File: config.mk
export PLATFORM = sky130hd
export DESIGN_NAME = add_arbiter_flat
export DESIGN_NICKNAME = d
export VERILOG_FILES = /design/src/rtl/add_arbiter_if.sv /design/src/rtl/add_arbiter.sv /design/src/flat_wrapper.sv
export SDC_FILE = /design/constraint.sdc
export NUM_CORES = 1
export LEC_CHECK = 0
export CORE_UTILIZATION = 41
export CTS_BUF_LIST = sky130_fd_sc_hd__clkbuf_16
export DETAILED_ROUTE_END_ITERATION = 12
export PLACE_DENSITY = 0.86
export SLEW_MARGIN = 10
export SYNTH_ARGS = -nofsm -noshare
export SYNTH_HDL_FRONTEND = slang
export SYNTH_SLANG_ARGS = --single-unit
export TNS_END_PERCENT = 10
File: constraint.sdc
create_clock -name clk -period 3.1 [get_ports clk]
set_input_delay 0.31 -clock clk [delete_from_list [all_inputs] [get_ports clk]]
set_output_delay 0.31 -clock clk [all_outputs]
set_load 0.01 [all_outputs]
File: src/rtl/add_arbiter_if.sv
// Bundles both requester operand/handshake channels and the shared result
// channel of add_arbiter; master is the requester/consumer side.
interface add_arbiter_if #(
  parameter int WIDTH = 3
);
  logic [WIDTH-1:0] a0;
  logic [WIDTH-1:0] b0;
  logic             cin0;
  logic             valid0;
  logic             ready0;

  logic [WIDTH-1:0] a1;
  logic [WIDTH-1:0] b1;
  logic             cin1;
  logic             valid1;
  logic             ready1;

  logic [WIDTH-1:0] sum;
  logic             cout;
  logic             rid;
  logic             rvalid;
  logic             rready;
  logic [7:0]       opcnt;

  modport master (
    output a0, b0, cin0, valid0,
    output a1, b1, cin1, valid1,
    output rready,
    input  ready0, ready1,
    input  sum, cout, rid, rvalid, opcnt
  );

  modport slave (
    input  a0, b0, cin0, valid0,
    input  a1, b1, cin1, valid1,
    input  rready,
    output ready0, ready1,
    output sum, cout, rid, rvalid, opcnt
  );
endinterface

File: src/rtl/add_arbiter.sv
// Two requesters share one WIDTH-bit ripple-carry adder through a round-robin
// grant; each accepted request yields one registered result held until retired.
module add_arbiter #(
  parameter int WIDTH = 3
) (
  input  logic          clk,
  input  logic          rst_n,
  add_arbiter_if.slave  bus
);

  typedef enum logic {
    IDLE = 1'b0,
    HOLD = 1'b1
  } state_t;

  state_t           state_q, state_d;
  logic             prio_q, prio_d;
  logic [WIDTH-1:0] sum_q, sum_d;
  logic             cout_q, cout_d;
  logic             rid_q, rid_d;
  logic             rvalid_q, rvalid_d;
  logic [7:0]       opcnt_q, opcnt_d;

  logic             grant0;
  logic             grant1;
  logic             accept;
  logic             sel;
  logic [WIDTH-1:0] op_a;
  logic [WIDTH-1:0] op_b;
  logic             op_cin;
  logic [WIDTH-1:0] add_sum;
  logic [WIDTH:0]   carry;

  // A lone requester always wins; on contention prio_q picks the winner.
  always_comb begin
    grant0 = 1'b0;
    grant1 = 1'b0;
    if (state_q == IDLE) begin
      if (bus.valid0 && (!bus.valid1 || !prio_q)) begin
        grant0 = 1'b1;
      end else if (bus.valid1) begin
        grant1 = 1'b1;
      end
    end
  end

  assign accept     = grant0 | grant1;
  assign sel        = grant1;
  assign bus.ready0 = grant0;
  assign bus.ready1 = grant1;

  always_comb begin
    op_a     = sel ? bus.a1 : bus.a0;
    op_b     = sel ? bus.b1 : bus.b0;
    op_cin   = sel ? bus.cin1 : bus.cin0;
    add_sum  = '0;
    carry    = '0;
    carry[0] = op_cin;
    for (int i = 0; i < WIDTH; i++) begin
      add_sum[i]   = op_a[i] ^ op_b[i] ^ carry[i];
      carry[i+1]   = (op_a[i] & op_b[i]) | (carry[i] & (op_a[i] ^ op_b[i]));
    end
  end

  // Retiring always returns to IDLE first, so accept and retire never share an edge.
  always_comb begin
    state_d  = state_q;
    prio_d   = prio_q;
    sum_d    = sum_q;
    cout_d   = cout_q;
    rid_d    = rid_q;
    rvalid_d = rvalid_q;
    opcnt_d  = opcnt_q;
    case (state_q)
      IDLE: begin
        if (accept) begin
          state_d  = HOLD;
          prio_d   = ~sel;
          sum_d    = add_sum;
          cout_d   = carry[WIDTH];
          rid_d    = sel;
          rvalid_d = 1'b1;
        end
      end
      HOLD: begin
        if (bus.rready) begin
          state_d  = IDLE;
          rvalid_d = 1'b0;
          opcnt_d  = opcnt_q + 8'd1;
        end
      end
      default: begin
        state_d = IDLE;
      end
    endcase
  end

  always_ff @(posedge clk or negedge rst_n) begin
    if (!rst_n) begin
      state_q  <= IDLE;
      prio_q   <= 1'b0;
      sum_q    <= '0;
      cout_q   <= 1'b0;
      rid_q    <= 1'b0;
      rvalid_q <= 1'b0;
      opcnt_q  <= 8'd0;
    end else begin
      state_q  <= state_d;
      prio_q   <= prio_d;
      sum_q    <= sum_d;
      cout_q   <= cout_d;
      rid_q    <= rid_d;
      rvalid_q <= rvalid_d;
      opcnt_q  <= opcnt_d;
    end
  end

  assign bus.sum    = sum_q;
  assign bus.cout   = cout_q;
  assign bus.rid    = rid_q;
  assign bus.rvalid = rvalid_q;
  assign bus.opcnt  = opcnt_q;

endmodule

File: src/flat_wrapper.sv
// flat-port wrapper written by rule: the top's interface ports become plain ports
module add_arbiter_flat 
#(
  parameter int WIDTH = 3
)
  (clk, rst_n, bus_a0, bus_b0, bus_cin0, bus_valid0, bus_a1, bus_b1, bus_cin1, bus_valid1, bus_rready, bus_ready0, bus_ready1, bus_sum, bus_cout, bus_rid, bus_rvalid, bus_opcnt);
  add_arbiter_if #(.WIDTH(WIDTH)) bus_i ();
  input  logic clk;
  input  logic rst_n;
  input wire logic [$bits(bus_i.a0)-1:0] bus_a0;
  input wire logic [$bits(bus_i.b0)-1:0] bus_b0;
  input wire logic [$bits(bus_i.cin0)-1:0] bus_cin0;
  input wire logic [$bits(bus_i.valid0)-1:0] bus_valid0;
  input wire logic [$bits(bus_i.a1)-1:0] bus_a1;
  input wire logic [$bits(bus_i.b1)-1:0] bus_b1;
  input wire logic [$bits(bus_i.cin1)-1:0] bus_cin1;
  input wire logic [$bits(bus_i.valid1)-1:0] bus_valid1;
  input wire logic [$bits(bus_i.rready)-1:0] bus_rready;
  output wire logic [$bits(bus_i.ready0)-1:0] bus_ready0;
  output wire logic [$bits(bus_i.ready1)-1:0] bus_ready1;
  output wire logic [$bits(bus_i.sum)-1:0] bus_sum;
  output wire logic [$bits(bus_i.cout)-1:0] bus_cout;
  output wire logic [$bits(bus_i.rid)-1:0] bus_rid;
  output wire logic [$bits(bus_i.rvalid)-1:0] bus_rvalid;
  output wire logic [$bits(bus_i.opcnt)-1:0] bus_opcnt;
  assign bus_i.a0 = bus_a0;
  assign bus_i.b0 = bus_b0;
  assign bus_i.cin0 = bus_cin0;
  assign bus_i.valid0 = bus_valid0;
  assign bus_i.a1 = bus_a1;
  assign bus_i.b1 = bus_b1;
  assign bus_i.cin1 = bus_cin1;
  assign bus_i.valid1 = bus_valid1;
  assign bus_i.rready = bus_rready;
  assign bus_ready0 = bus_i.ready0;
  assign bus_ready1 = bus_i.ready1;
  assign bus_sum = bus_i.sum;
  assign bus_cout = bus_i.cout;
  assign bus_rid = bus_i.rid;
  assign bus_rvalid = bus_i.rvalid;
  assign bus_opcnt = bus_i.opcnt;
  add_arbiter #(.WIDTH(WIDTH)) u_core (.clk(clk), .rst_n(rst_n), .bus(bus_i));
endmodule
==> results.cfg, run 1 <==
[yosys]
yosysTopAreaCellShare_pct = 48.41
syn_inst = 69
yosys.area.top_type = dfrtp_1
synth_edf_count = 0
synth_top_flop_cell = dfrtp_1
synth-seq-area-share_pct = 48.41
synth.area.top_cells = dfrtp_1 48%, mux2_2 11%, fa_1 7.3%
synth_area_um2 = 827.0
yosys_warnings = 0
ys_ff_latch = 16
syn_nets = 92
synth_async_sr_flop_share_pct = 100.0
syn_area_per_cell_um2 = 11.99
yosysUniqueCellTypes = 21

[global_routing]
grt_max_degree = 17
grt.total_usage_pct = 20.02
grt_pass1_vias = 642
grt-ovfl-total = 0
antenna_found_initial = 0
grt_pass1_wl_um = 2898

[clock_tree]
numCtsBuffers = 3
htreeDepth = 1
cts_tree = yes
cts_sinks = 16
cts-resized-gates = 0
post_cts_buffers = 0
root_buffer = clkbuf_16
clk_latency_ns = 0.24
hold_buffers = 0
clockBufferDepth = 2
clk_pin_slew_ns = 0.05

[timing]
max_freq_ghz = 0.3598
slew_headroom_pct = 53.68
layout_setup_ws_ns = 0.3206
maxSlewViolCount = 0
fin_crit_sh_pct = 89.66
setup_viol = 0
fin_skew_ns = 0.003663
finalCriticalPeriod_ns = 2.779
rsz0062_at_grt = false
worst_slew_pin_slew_ns = 0.6926
final_hold_viol_count = 0
holdWs_ns = 0.4740
tns_ns = 0

[finish]
drive_gt1_share_pct = 15.74
mostFrequentLayoutCells = 34 x clkdlybuf4s50_1, 16 x dfrtp_1, 8 x mux2_2, 8 x nand2_1, 6 x inv_1
fill_cells = 141
layoutNonFillerInstCount = 133
stdcell_area_mm2 = 0.001285
multi_input_area_um2 = 404.1
num_antenna_cells = 0
register_area_um2 = 400.4
final_nets = 132
final_common_cell = clkdlybuf4s50_1
syn_to_final_growth_pct = 55.37
final_util_pct = 71.32

[pwr]
share_comb_of_total_power_pct = 40.9
p_int_uw = 712.1
leakage_nw = 0.5570
clkPwrFrac_pct = 23.4
switching_share_pct = 31.95
irDropWorstVdd_mv = 0.7030
switchingPower_uw = 334.3
p_seq_share_pct = 35.7
p_per_area_mw_per_mm2 = 814.3
p_total_mw = 1.046

[drt]
ant_nets = 0
num_vias = 622
drt_first_iter_violations = 1
drt-vias-per-instance = 4.677
wire_per_inst_um = 14.21
drcViolationCount = 0
wl_um = 1890
drt_first_pass_iters = 2

[setup_path]
path_max_fanout = 4
crit_required_ns = 3.27
path_class = in2reg
startpoint_type = primary input
worst_setup_path_end_kind = flip-flop
arrival_ns = 2.94

[floorplan]
dieArea_mm2 = 0.002201
rows = 15
die_x_um = 46.92
core_area_mm2 = 0.001802
ios = 35
die-height_um = 46.92
start_util_pct = 45.90

[placed_design]
place_congestion = 0.7117
post-place-ws_ns = 0.07150
post_dp_cell_area_mm2 = 0.001206
place_inst = 129
dp_hpwl_um = 1468
numPortBuffers = 34

[outcome]
outcome = finished clean

[hold_path]
hp-class = reg2reg

[flow_run]
cap_violations = 0
## per-layer routing
| layer | GRT usage (%) | routed length, um | vias to the layer above |
|---|---|---|---|
| met4 | 9.714 | 27 | 0 |
| met3 | 6.923 | 46 | 4 |
| li1 | - | - | 306 |
| met2 | 35.56 | 1112 | 12 |
| met5 | 0 | 0 | - |
| met1 | 21.04 | 703 | 300 |
## Yosys cell counts (2+ instances only)
| master | n |
|---|---|
| mux2i_1 | 2 |
| fa_1 | 3 |
| inv_1 | 6 |
| a21oi_1 | 2 |
| mux2_2 | 8 |
| o21ai_0 | 4 |
| nor3_1 | 2 |
| xor2_1 | 4 |
| dfrtp_1 | 16 |
| nand2_1 | 8 |
| xnor2_1 | 3 |
| nand3_1 | 2 |
## area by class of cell
type	instances	area share, %
repair buffers	35	27.07
clock buffers	3	5.842
clock inverters	1	0.2921
flip-flops and latches	16	31.16
inverters	6	1.753
well taps	25	2.434
multi-input cells	47	31.45
## flip-flops by register name, indices dropped and copies added, names as in the netlist
signal and flops:
u_core.bus.rvalid 1, u_core.state_q 1, u_core.bus.sum 3, u_core.bus.opcnt 8, u_core.prio_q 1, u_core.bus.rid 1, u_core.bus.cout 1
## power groups by stage
stage	logic (mW)	clock network, mW	registers, mW
2_1_floorplan	0.164	0	0.397
3_3_place_gp	0.413	0	0.367
3_5_place_dp	0.430	0	0.372
4_1_cts	0.437	0.248	0.373
5_1_grt	0.465	0.262	0.381
6_report	0.428	0.245	0.373
## final timing paths
check	endpoint	depth (start not counted)	start	slack, ns
setup / recovery	u_core.bus.sum[2]	9	bus_valid1	0.32
hold / removal	u_core.bus.opcnt[7]	1	u_core.bus.opcnt[7]	0.47
setup reg to reg	u_core.bus.sum[2]	8	u_core.state_q	0.40
hold reg to reg	u_core.bus.opcnt[7]	1	u_core.bus.opcnt[7]	0.47
max in group asynchronous	u_core.bus.opcnt[7]	1	rst_n	2.17
min in group asynchronous	u_core.bus.opcnt[3]	1	rst_n	0.49
## worst max-delay path: stages
cell and delay, ns:
clkdlybuf4s50_1 0.56, nand2b_4 0.09, a21oi_4 0.17, mux2_2 0.37, fa_1 0.43, fa_1 0.38, inv_1 0.08, fa_1 0.40
o21ai_0 0.15
## cell families after synthesis
kind of cell / Yosys count / share of synthesized area [%]
AO/OA/AOI/OAI: 8 / 6.960
AND/OR/NAND/NOR: 18 / 12.41
multiplexers: 10 / 13.31
flip-flops: 16 / 48.41
XOR/XNOR: 7 / 7.413
buffers and inverters: 6 / 2.723
adder cells (fa/ha/maj): 4 / 8.775
Power figures use the tool's default switching activity.
==> run 2, diff against run 1 <==
- CORE_MARGIN: unset -> 5
- REMOVE_ABC_BUFFERS: unset -> 1
==> results.cfg, run 2 (same netlist as run 1, synthesis figures left out) <==
[placed_design]
dp_hpwl_um = 1558
place_congestion = 0.7726
post_dp_cell_area_mm2 = 0.001209
place_inst = 131
numPortBuffers = 34

[drt]
ant_nets = 0
wl_um = 1955
drt_first_iter_violations = 0
drt_first_pass_iters = 1
drt-vias-per-instance = 4.778
num_vias = 645
drcViolationCount = 0
wire_per_inst_um = 14.48

[finish]
drive_gt1_share_pct = 15.74
largest_register_ffs = 8
stdcell_area_mm2 = 0.001287
final_nets = 132
layoutNonFillerInstCount = 135
mostFrequentLayoutCells = 34 x clkdlybuf4s50_1, 16 x dfrtp_1, 8 x mux2_2, 8 x nand2_1, 6 x inv_1
num_antenna_cells = 0
syn_to_final_growth_pct = 55.67
final_common_cell = clkdlybuf4s50_1

[hold_path]
hp-class = reg2reg

[global_routing]
grt_pass1_wl_um = 3167
grt-ovfl-total = 0
grt_pass1_vias = 715
grt_max_degree = 17
antenna_found_initial = 0
grt.total_usage_pct = 15.35

[floorplan]
dieArea_mm2 = 0.003016
ios = 35
rows = 16
die_x_um = 54.92
core_area_mm2 = 0.001942
die-height_um = 54.92
start_util_pct = 42.59

[setup_path]
arrival_ns = 2.93
startpoint_type = primary input
crit_required_ns = 3.26
startpoint = bus_valid1
timing.critical_path.mode_cell = fa_1
reg2reg_depth = 8
path_class = in2reg
slowest_delay_ns = 0.57
crit_slowest_cell = clkdlybuf4s50_1
cp.depth = 9
crit_end = u_core.bus.sum[2]
critical_path_buf_inv_count = 2
r2r_start = u_core.state_q
rrSetupSlack_ns = 0.41
cpLargestDelayFamily = adder cells
worst_setup_path_end_kind = flip-flop
reg2reg_to = u_core.bus.sum[2]
path_cells = clkdlybuf4s50_1 > nand2b_4 > a21oi_4 > mux2_2 > fa_1 > fa_1 > inv_1 > fa_1 > o21ai_0
path_max_fanout = 4

[clock_tree]
post_cts_buffers = 0
cts-resized-gates = 0
root_buffer = clkbuf_16
cts_sinks = 16
numCtsBuffers = 3
clk_latency_ns = 0.24
htreeDepth = 1
cts_tree = yes
clk_pin_slew_ns = 0.05
hold_buffers = 0
clockBufferDepth = 2

[timing]
fin_skew_ns = 0.002864
slew_headroom_pct = 52.56
max_freq_ghz = 0.3612
fin_crit_sh_pct = 89.31
setup_viol = 0
maxSlewViolCount = 0
finalCriticalPeriod_ns = 2.769
holdWs_ns = 0.4712
rsz0062_at_grt = false
worst_slew_pin_slew_ns = 0.7093
final_hold_viol_count = 0
tns_ns = 0

[pwr]
irDropWorstVdd_mv = 0.7236
p_per_area_mw_per_mm2 = 808.1
p_total_mw = 1.040
leakage_nw = 0.5570

[flow_run]
cap_violations = 0

[outcome]
outcome = finished clean
run 2: cell counts in the layout (fill, tap and decap cells not counted):
No cell type changed its count.
run 2: worst min path at each step:
stage	startpoint	end	slack, ns	cells after the start
6_report	u_core.bus.opcnt[7]	u_core.bus.opcnt[7]	0.47	1
5_1_grt	u_core.bus.opcnt[7]	u_core.bus.opcnt[7]	0.51	1
4_1_cts	u_core.bus.opcnt[7]	u_core.bus.opcnt[7]	0.48	1
3_5_place_dp	u_core.bus.opcnt[7]	u_core.bus.opcnt[7]	0.47	1
3_3_place_gp	u_core.bus.opcnt[7]	u_core.bus.opcnt[7]	0.46	1
2_1_floorplan	rst_n	u_core.bus.cout	0.01	0
run 2: area by class of cell:
type                    instances  area, um2
fillers                       176      654.4
flip-flops and latches         16      400.4
clock buffers                   3      75.07
well taps                      27      33.78
clock inverters                 1      3.754
inverters                       6      22.52
multi-input cells              47      404.1
repair buffers                 35      347.8
run 2: per-layer routing:
| metal | track usage [%] | part of all wire, % | wire, um | vias up |
|---|---|---|---|---|
| met5 | 0 | 0 | 0 | - |
| met4 | 3.644 | 0 | 0 | 0 |
| met3 | 5.362 | 4.9 | 96 | 0 |
| met2 | 28.35 | 59 | 1151 | 17 |
| met1 | 16.61 | 36 | 707 | 321 |
| li1 | - | - | - | 307 |
run 2: report_power, final:
| part | internal, mW | switching [mW] |
|---|---|---|
| sequential | 0.294 | 0.0826 |
| clock | 0.171 | 0.0774 |
| combinational | 0.246 | 0.170 |
run 2: through the flow:
| step | worst slack [ns] | utilization [%] |
|---|---|---|
| after detailed placement | 0.06653 | 62.24 |
| after CTS | 0.3157 | 66.30 |
| after floorplan | 0.4215 | - |
| after global placement | 0.1451 | 62.24 |
| final | 0.3314 | 66.30 |
| after global routing | 0.2255 | 66.30 |
==> run 3, diff against run 2 <==
- SKIP_CTS_REPAIR_TIMING: unset -> 1
==> results of run 3 <==
No change in the layout: final DEF, timing and power equal those of run 2.
